File: src/rtl/npu_win_pkg.sv
// Shared types and defaults for the convolution sliding-window registers.
// Pure declarations: no logic, no latency, no flow control.
package npu_win_pkg;
    localparam int DEF_DW  = 8;
    localparam int DEF_K_H = 3;
    localparam int DEF_K_W = 3;

    typedef logic [DEF_DW-1:0] pix_t;

    localparam logic DIR_FWD = 1'b0;
    localparam logic DIR_REV = 1'b1;
endpackage

File: src/rtl/win_reg_img_if.sv
// Column-in / window-out bus of win_reg_img; in_pad exists only with WIN_REG_ZERO_PAD_EN.
// master = column producer and window consumer, slave = the window register.
interface win_reg_img_if
    import npu_win_pkg::*;
#(
    parameter int DW  = DEF_DW,
    parameter int K_H = DEF_K_H,
    parameter int K_W = DEF_K_W
);
    localparam int FW = $clog2(K_W + 1);

    logic                               clear;
    logic                               dir;
    logic                               in_valid;
    logic                               in_ready;
    logic [K_H-1:0][DW-1:0]             in_data;
`ifdef WIN_REG_ZERO_PAD_EN
    logic                               in_pad;
`endif
    logic                               out_valid;
    logic                               out_ready;
    logic [K_H-1:0][K_W-1:0][DW-1:0]    out_win;
    logic [FW-1:0]                      fill;

    modport master (
`ifdef WIN_REG_ZERO_PAD_EN
        output in_pad,
`endif
        output clear, dir, in_valid, in_data, out_ready,
        input  in_ready, out_valid, out_win, fill
    );

    modport slave (
`ifdef WIN_REG_ZERO_PAD_EN
        input  in_pad,
`endif
        input  clear, dir, in_valid, in_data, out_ready,
        output in_ready, out_valid, out_win, fill
    );
endinterface

File: src/rtl/win_reg_row.sv
// One K_W-deep bidirectional shift row of the window; clear wins over load.
// Latency: loaded pixel visible on taps the cycle after the load edge; no backpressure.
module win_reg_row
    import npu_win_pkg::*;
#(
    parameter int DW  = DEF_DW,
    parameter int K_W = DEF_K_W
) (
    input  logic                    clk,
    input  logic                    rst_n,
    input  logic                    clear,
    input  logic                    load,
    input  logic                    dir,
    input  logic [DW-1:0]           din,
    output logic [K_W-1:0][DW-1:0]  taps
);
    always_ff @(posedge clk or negedge rst_n) begin
        if (!rst_n) begin
            taps <= '0;
        end else if (clear) begin
            taps <= '0;
        end else if (load) begin
            if (dir == DIR_FWD) begin
                taps[0] <= din;
                for (int c = 1; c < K_W; c++) taps[c] <= taps[c-1];
            end else begin
                taps[K_W-1] <= din;
                for (int c = 0; c < K_W - 1; c++) taps[c] <= taps[c+1];
            end
        end
    end
endmodule

File: src/rtl/win_reg_img.sv
// Sliding K_HxK_W window register with per-column shift direction (pad port: WIN_REG_ZERO_PAD_EN).
// Latency: window updates one cycle after accept; out_valid rises on the K_W-th accept.
// Backpressure: in_ready drops only when the window is full, fresh and out_ready is low.
module win_reg_img
    import npu_win_pkg::*;
#(
    parameter int DW  = DEF_DW,
    parameter int K_H = DEF_K_H,
    parameter int K_W = DEF_K_W
) (
    input  logic          clk,
    input  logic          rst_n,
    win_reg_img_if.slave  bus
);
    localparam int             FW   = $clog2(K_W + 1);
    localparam logic [FW-1:0]  FULL = FW'(K_W);

    logic [FW-1:0]                    fill_q;
    logic [FW-1:0]                    fill_nxt;
    logic                             fresh_q;
    logic                             accept;
    logic [K_H-1:0][DW-1:0]           row_din;
    logic [K_H-1:0][K_W-1:0][DW-1:0]  win;

    // No in_valid term here, so in_ready never depends combinationally on in_valid.
    assign bus.in_ready  = (fill_q != FULL) | ~fresh_q | bus.out_ready;
    assign accept        = bus.in_valid & bus.in_ready;
    assign fill_nxt      = (fill_q == FULL) ? FULL : fill_q + 1'b1;
    assign bus.out_valid = fresh_q;
    assign bus.fill      = fill_q;
    assign bus.out_win   = win;

    always_ff @(posedge clk or negedge rst_n) begin
        if (!rst_n) begin
            fill_q  <= '0;
            fresh_q <= 1'b0;
        end else if (bus.clear) begin
            fill_q  <= '0;
            fresh_q <= 1'b0;
        end else if (accept) begin
            fill_q  <= fill_nxt;
            fresh_q <= (fill_nxt == FULL);
        end else if (bus.out_ready & fresh_q) begin
            fresh_q <= 1'b0;
        end
    end

    for (genvar r = 0; r < K_H; r++) begin : g_row
`ifdef WIN_REG_ZERO_PAD_EN
        assign row_din[r] = bus.in_pad ? '0 : bus.in_data[r];
`else
        assign row_din[r] = bus.in_data[r];
`endif
        win_reg_row #(
            .DW  (DW),
            .K_W (K_W)
        ) u_row (
            .clk   (clk),
            .rst_n (rst_n),
            .clear (bus.clear),
            .load  (accept),
            .dir   (bus.dir),
            .din   (row_din[r]),
            .taps  (win[r])
        );
    end
endmodule
File: src/flat_wrapper.sv
// flat-port wrapper written by rule: the top's interface ports become plain ports
module win_reg_img_flat import npu_win_pkg::*;
#(
    parameter int DW  = DEF_DW,
    parameter int K_H = DEF_K_H,
    parameter int K_W = DEF_K_W
)
  (clk, rst_n, bus_clear, bus_dir, bus_in_valid, bus_in_data, bus_out_ready, bus_in_ready, bus_out_valid, bus_out_win, bus_fill);
  win_reg_img_if #(.DW(DW), .K_H(K_H), .K_W(K_W)) bus_i ();
  input  logic clk;
  input  logic rst_n;
  input wire logic [$bits(bus_i.clear)-1:0] bus_clear;
  input wire logic [$bits(bus_i.dir)-1:0] bus_dir;
  input wire logic [$bits(bus_i.in_valid)-1:0] bus_in_valid;
  input wire logic [$bits(bus_i.in_data)-1:0] bus_in_data;
  input wire logic [$bits(bus_i.out_ready)-1:0] bus_out_ready;
  output wire logic [$bits(bus_i.in_ready)-1:0] bus_in_ready;
  output wire logic [$bits(bus_i.out_valid)-1:0] bus_out_valid;
  output wire logic [$bits(bus_i.out_win)-1:0] bus_out_win;
  output wire logic [$bits(bus_i.fill)-1:0] bus_fill;
  assign bus_i.clear = bus_clear;
  assign bus_i.dir = bus_dir;
  assign bus_i.in_valid = bus_in_valid;
  assign bus_i.in_data = bus_in_data;
  assign bus_i.out_ready = bus_out_ready;
  assign bus_in_ready = bus_i.in_ready;
  assign bus_out_valid = bus_i.out_valid;
  assign bus_out_win = bus_i.out_win;
  assign bus_fill = bus_i.fill;
  win_reg_img #(.DW(DW), .K_H(K_H), .K_W(K_W)) u_core (.clk(clk), .rst_n(rst_n), .bus(bus_i));
endmodule
File: config.mk
export PLATFORM = sky130hd
export DESIGN_NAME = win_reg_img_flat
export DESIGN_NICKNAME = d
export VERILOG_FILES = /design/src/rtl/npu_win_pkg.sv /design/src/rtl/win_reg_img_if.sv /design/src/rtl/win_reg_row.sv /design/src/rtl/win_reg_img.sv /design/src/flat_wrapper.sv
export SDC_FILE = /design/constraint.sdc
export NUM_CORES = 1
export LEC_CHECK = 0
export CELL_PAD_IN_SITES_DETAIL_PLACEMENT = 0
export CELL_PAD_IN_SITES_GLOBAL_PLACEMENT = 1
export CORE_ASPECT_RATIO = 0.5
export CORE_MARGIN = 10
export CORE_UTILIZATION = 43
export CTS_BUF_LIST = sky130_fd_sc_hd__clkbuf_4
export DETAILED_ROUTE_END_ITERATION = 8
export PLACE_DENSITY = 0.95
export SETUP_SLACK_MARGIN = 0.4
export SYNTH_ARGS = -nofsm -noshare
export SYNTH_HDL_FRONTEND = slang
export SYNTH_SLANG_ARGS = --single-unit
File: constraint.sdc
create_clock -name clk -period 2.15 [get_ports clk]
set_input_delay 0.645 -clock clk [delete_from_list [all_inputs] [get_ports clk]]
set_output_delay 0.645 -clock clk [all_outputs]
set_load 0.01 [all_outputs]
==> metrics.txt <==
Static Leak 0.00295 uW; internal power 2210 uW; core region area 9420 sq um; vias post-DR 3652; Worst slew margin 69.2%; met2 layer usage reported by global route 29.6%; wire length reported by the detailed router 13.3 mm; first-pass GRT wire length 19.2 mm; Final Cycle Share 87.3%; number of antenna violations at the first check in global routing 0; number of vias per cell 5.39; unrepaired setup endpoints after global routing yes; number of max-cap violations 0; arrival time reported for the critical path endpoint 1.23 ns; layout-stage area growth over the synthesis result 47.8%; area of the mapped netlist 4150 sq um; Setup violations, final 0; number of violations reported at the end of detailed-routing iteration 0 132; top-level I/O count 106; Diodes inserted 0; largest net degree at the start of global routing 52; TritonRoute pass-1 iters 4; post-layout util 65.2%; Worst Path Required 1.50 ns; CP Class flop to output pin; Chip Width 159 microns; relative contribution of sequential cells to total power 48.4%; result of the run finished, final reports clean; Critical Path Start Type flop; timing-limited maximum frequency 0.533 GHz; class of the worst hold path input pin to async pin; Final Max Slew Viols 0; area used by multi-input combinational logic 2080 sq um; final critical delay including setup and external delays 1.88 ns; setup clock skew after layout 0.0126 ns; Hold Violations, Final 0; layout cell share with drive strength beyond 1 51.7%; Avg Inst Size Synth 12.1 sq um; Die Y 89.5 microns; reg-to-reg critical path startpoint u_core.bus.fill[0]; origin of the worst setup path u_core.bus.fill[0]; global router's overall resource usage 16.3%; number of nets produced by synthesis 373; number of warnings reported in the yosys synthesis log 0; share of power burned in the clock network 22.0%; met3 track demand over resource in global routing 3.58%; area of the die 14200 sq um; Port Buffers 105; Synth Instances 343; Worst setup EP type output pin; switching power as a share of total power 31.6%; clock edge transition at the registers on the reported setup and hold paths 0.12 ns; Sequential Area 1880 sq um; H-Tree Level Count 3; largest voltage drop on the vdd net 0.243 mV; highest-utilization routing layer at the global route stage met2; clock tree from TritonCTS built; fraction of the yosys area taken by sequential cells 45.2%; PwrDens 527 nW/um^2; cell row count 25; Psw 1020 uW; combinational power share 29.6%; antenna viol nets, final 0; CTS buffer count 9; CTS Root Buffer Type clkbuf_4; placer congestion estimate 0.738; maximum clock path buffer count 2; met1 track utilization from global routing 19.3%; total of flip-flops plus latches after synthesis 75; detailed placer's ending HPWL 7.26 mm; WL per Instance 19.6 microns; post-route DRC violation count 0; final-layout fill cell count 759; slew at the pin closest to its max-slew limit 0.461 ns; number of distinct library cell variants in the gate-level netlist after synthesis 15; total congestion overflow after global routing 0; CTS Sinks 75; vias in the first global route 3697; highest fanout seen on the critical path 2; final net count 568; clock insertion delay at the later pin of the skew report 0.43 ns; Initial Utilization 44.1%; smallest hold slack 0.100 ns
## final cells by class
class,count,area share [%]
Multi-Input combinational cell,229,33.9
Timing Repair Buffer,223,31.2
Sequential cell,75,30.6
Tap cell,135,2.75
Clock buffer,10,1.22
Clock inverter,5,0.346
## cells in the mapped netlist
cell type	n	share of area, %
nand2_1	1	0.090
nand4b_1	1	0.21
clkbuf_1	7	0.63
nor2_1	4	0.36
a211oi_2	70	21
dfrtp_1	75	45
nor3b_1	1	0.18
nor3_1	1	0.12
a21oi_1	74	8.9
a211oi_1	2	0.36
buf_2	25	3.0
buf_6	8	2.2
and2_1	1	0.15
buf_4	1	0.18
mux2i_1	72	17
## final timing paths
path                                                  end  slack (ns)  depth (start not counted)
hold / removal              u_core.g_row[2].u_row.taps[3]        0.10                          1
setup reg to reg           u_core.g_row[1].u_row.taps[18]        0.35                          9
hold reg to reg                        u_core.bus.fill[1]        0.63                          3
setup / recovery                             bus_in_ready        0.27                          3
max in group asynchronous   u_core.g_row[0].u_row.taps[6]        1.44                          2
min in group clk                       u_core.bus.fill[1]        0.63                          3
## stage by stage
step                      TNS (ns)  power [uW]  instance area [sq um]  instances  setup WS [ns]
after floorplan                  0        2030                   4160        343          0.401
after global placement       -5.54        2400                   5390        560         -0.285
after detailed placement     -5.80        2420                   5390        560         -0.291
after CTS                        0        3200                   6010        644          0.277
after global routing             0        3400                   6140        677          0.217
final                            0        3240                   6140        677          0.272
## worst max-delay path: stages (launching register included)
cell and delay [ns]:
dfrtp_1 0.43, buf_6 0.13, nand4b_1 0.10, buf_2 0.15
## power by group through the flow
stage	registers, uW	clock network [uW]	logic (uW)
global route	1580	788	1030
finish	1570	712	959
detailed placement	1620	0	798
floorplan	1650	0	383
global placement	1620	0	785
CTS	1560	732	910
## cell families after synthesis
| group | count (synthesis) | synth area share, % |
|---|---|---|
| AOI/OAI and AO/OA | 146 | 30.4 |
| buffers and inverters | 41 | 5.99 |
| DFF | 75 | 45.2 |
| muxes | 72 | 17.3 |
| and+or+nand+nor | 9 | 1.11 |
## cells in the final DEF, fill, tap and decap left out
cell type,instances
buf_4,94
dfrtp_1,75
a21oi_1,73
mux2i_1,72
a211oi_2,69
clkbuf_2,42
buf_2,28
clkdlybuf4s50_1,24
buf_12,11
clkbuf_4,10
clkbuf_16,9
buf_6,6
nor2_1,4
clkdlybuf4s15_1,4
and2_4,3
a211oi_4,3
clkinv_1,3
dlygate4sd2_1,3
clkinv_2,2
nand4b_1,1
nand2_1,1
nor3_1,1
nor3b_1,1
a21oi_2,1
clkdlybuf4s15_2,1
buf_16,1
## registers in the layout, indices dropped and copies added (netlist names)
signal,cells
u_core.g_row.u_row.taps,72
u_core.bus.fill,2
u_core.bus.out_valid,1
## metal layers
metal  up-vias  part of all wire (%)
met4         0                  0.80
met3        13                   3.8
met2        82                    52
li1       1707                     -
met1      1850                    43
met5         -                     0
## timing repair
action	CTS	global route
pin swaps	1	3
hold buffers	0	0
resized for setup	189	75
gates cloned	0	13
endpoints found under the setup margin	131	139
buffers inserted	69	20
Power figures use the tool's default switching activity.
==> RTL change (same flow settings) <==
Set the package constant `DEF_K_H` to 2 (it was 3).
--- a/src/rtl/npu_win_pkg.sv
+++ b/src/rtl/npu_win_pkg.sv
@@ -2,7 +2,7 @@
 // Pure declarations: no logic, no latency, no flow control.
 package npu_win_pkg;
     localparam int DEF_DW  = 8;
-    localparam int DEF_K_H = 3;
+    localparam int DEF_K_H = 2;
     localparam int DEF_K_W = 3;
 
     typedef logic [DEF_DW-1:0] pix_t;
Ports: changed (resized bus_in_data and bus_out_win); port bits go from 106 to 74. The function was not compared with the original's and may differ.
==> RTL change against the unedited design <==
- power fell by 31%
- global-route usage fell by 0.70 points
- non-clock buffer count decreased by 77
- synthesized area shrank 36%
- sequential cell count down 24
- combinational power decreased by 38%
- worst setup slack improved by 0.062 ns
- first-iteration DRC count increased by 110%
- count of clock-buffer cells in the layout shrank 5
- sequential power down 32%
- cell count fell by 34%
- design area decreased by 35%
- routed wire length fell by 41%
==> RTL change: results <==
group,metric,value,unit
layout,finalNonFillerCells,448,
synthesis,yosysSeqAreaShare,47.9,%
placed_design,post-place-ws,-0.333,ns
power,p_leak,1.91,nW
route,first_iter_violations,275,
route,wl_met1,3.29,mm
layout,buffers,146,
layout,buffer_area_share,32.0,%
layout,multi_input_comb_cells,155,
synthesis,yosys-top-cells-area,"dfrtp_1, mux2i_1, a211oi_2",
floorplan,fp-row-count,20,
cts,path_clk_slew,0.16,ns
setup_path,rrSetupSlack,0.50,ns
outcome,status,"completed",
synthesis,synth_compound_area_share,26.7,%
synthesis,synthesis.nets,256,
global_route,gr-usage-met1,17.7,%
global_route,grt_pass1_wl,12.9,mm
layout,clk_share,1.91,%
route,wl_per_cell,17.5,um
layout,largest_register_ffs,48,
layout,design.seq.count,51,
setup_path,ff2ff_path_depth,6,
layout,seq-cell-share,32.0,%
timing,finClkSkew,0.0169,ns
synthesis,syn_area_per_cell,11.4,sq um
placed_design,hpwl,4.89,mm
timing,slew_headroom,54.7,%
setup_path,crit_arrival,1.17,ns
setup_path,cp_slowest_cell,"clkdlybuf4s15_1",
layout,multi_input_area,0.00125,sq mm
placed_design,dpl.cell_count,377,
placed_design,portBuffers,73,
setup_path,crit_family,"buffers and inverters",
## RTL change: cell types whose count changed after synthesis, moves of 3 or more
cell | unedited run | this run
a21oi_1 | 74 | 50
buf_4 | 1 | 4
buf_2 | 25 | 6
clkbuf_1 | 7 | 16
mux2i_1 | 72 | 48
a211oi_1 | 2 | 28
buf_6 | 8 | 2
a211oi_2 | 70 | 20
dfrtp_1 | 75 | 51
## RTL change: worst max-delay path by stage
stage | start | to | slack (ns) | cells after the start
after floorplan | bus_out_ready | bus_in_ready | 0.41 | 2
after global placement | bus_out_ready | bus_in_ready | -0.34 | 3
after detailed placement | bus_out_ready | bus_in_ready | -0.33 | 3
after CTS | bus_out_ready | bus_in_ready | 0.30 | 3
after global routing | u_core.bus.fill[0] | bus_in_ready | 0.30 | 3
final | bus_out_ready | bus_in_ready | 0.33 | 3
## RTL change: logic make-up after synthesis
| logic type | count (synthesis) |
|---|---|
| compound gates | 98 |
| simple gates | 9 |
| mux | 48 |
| flops | 51 |
| buf+inv | 28 |
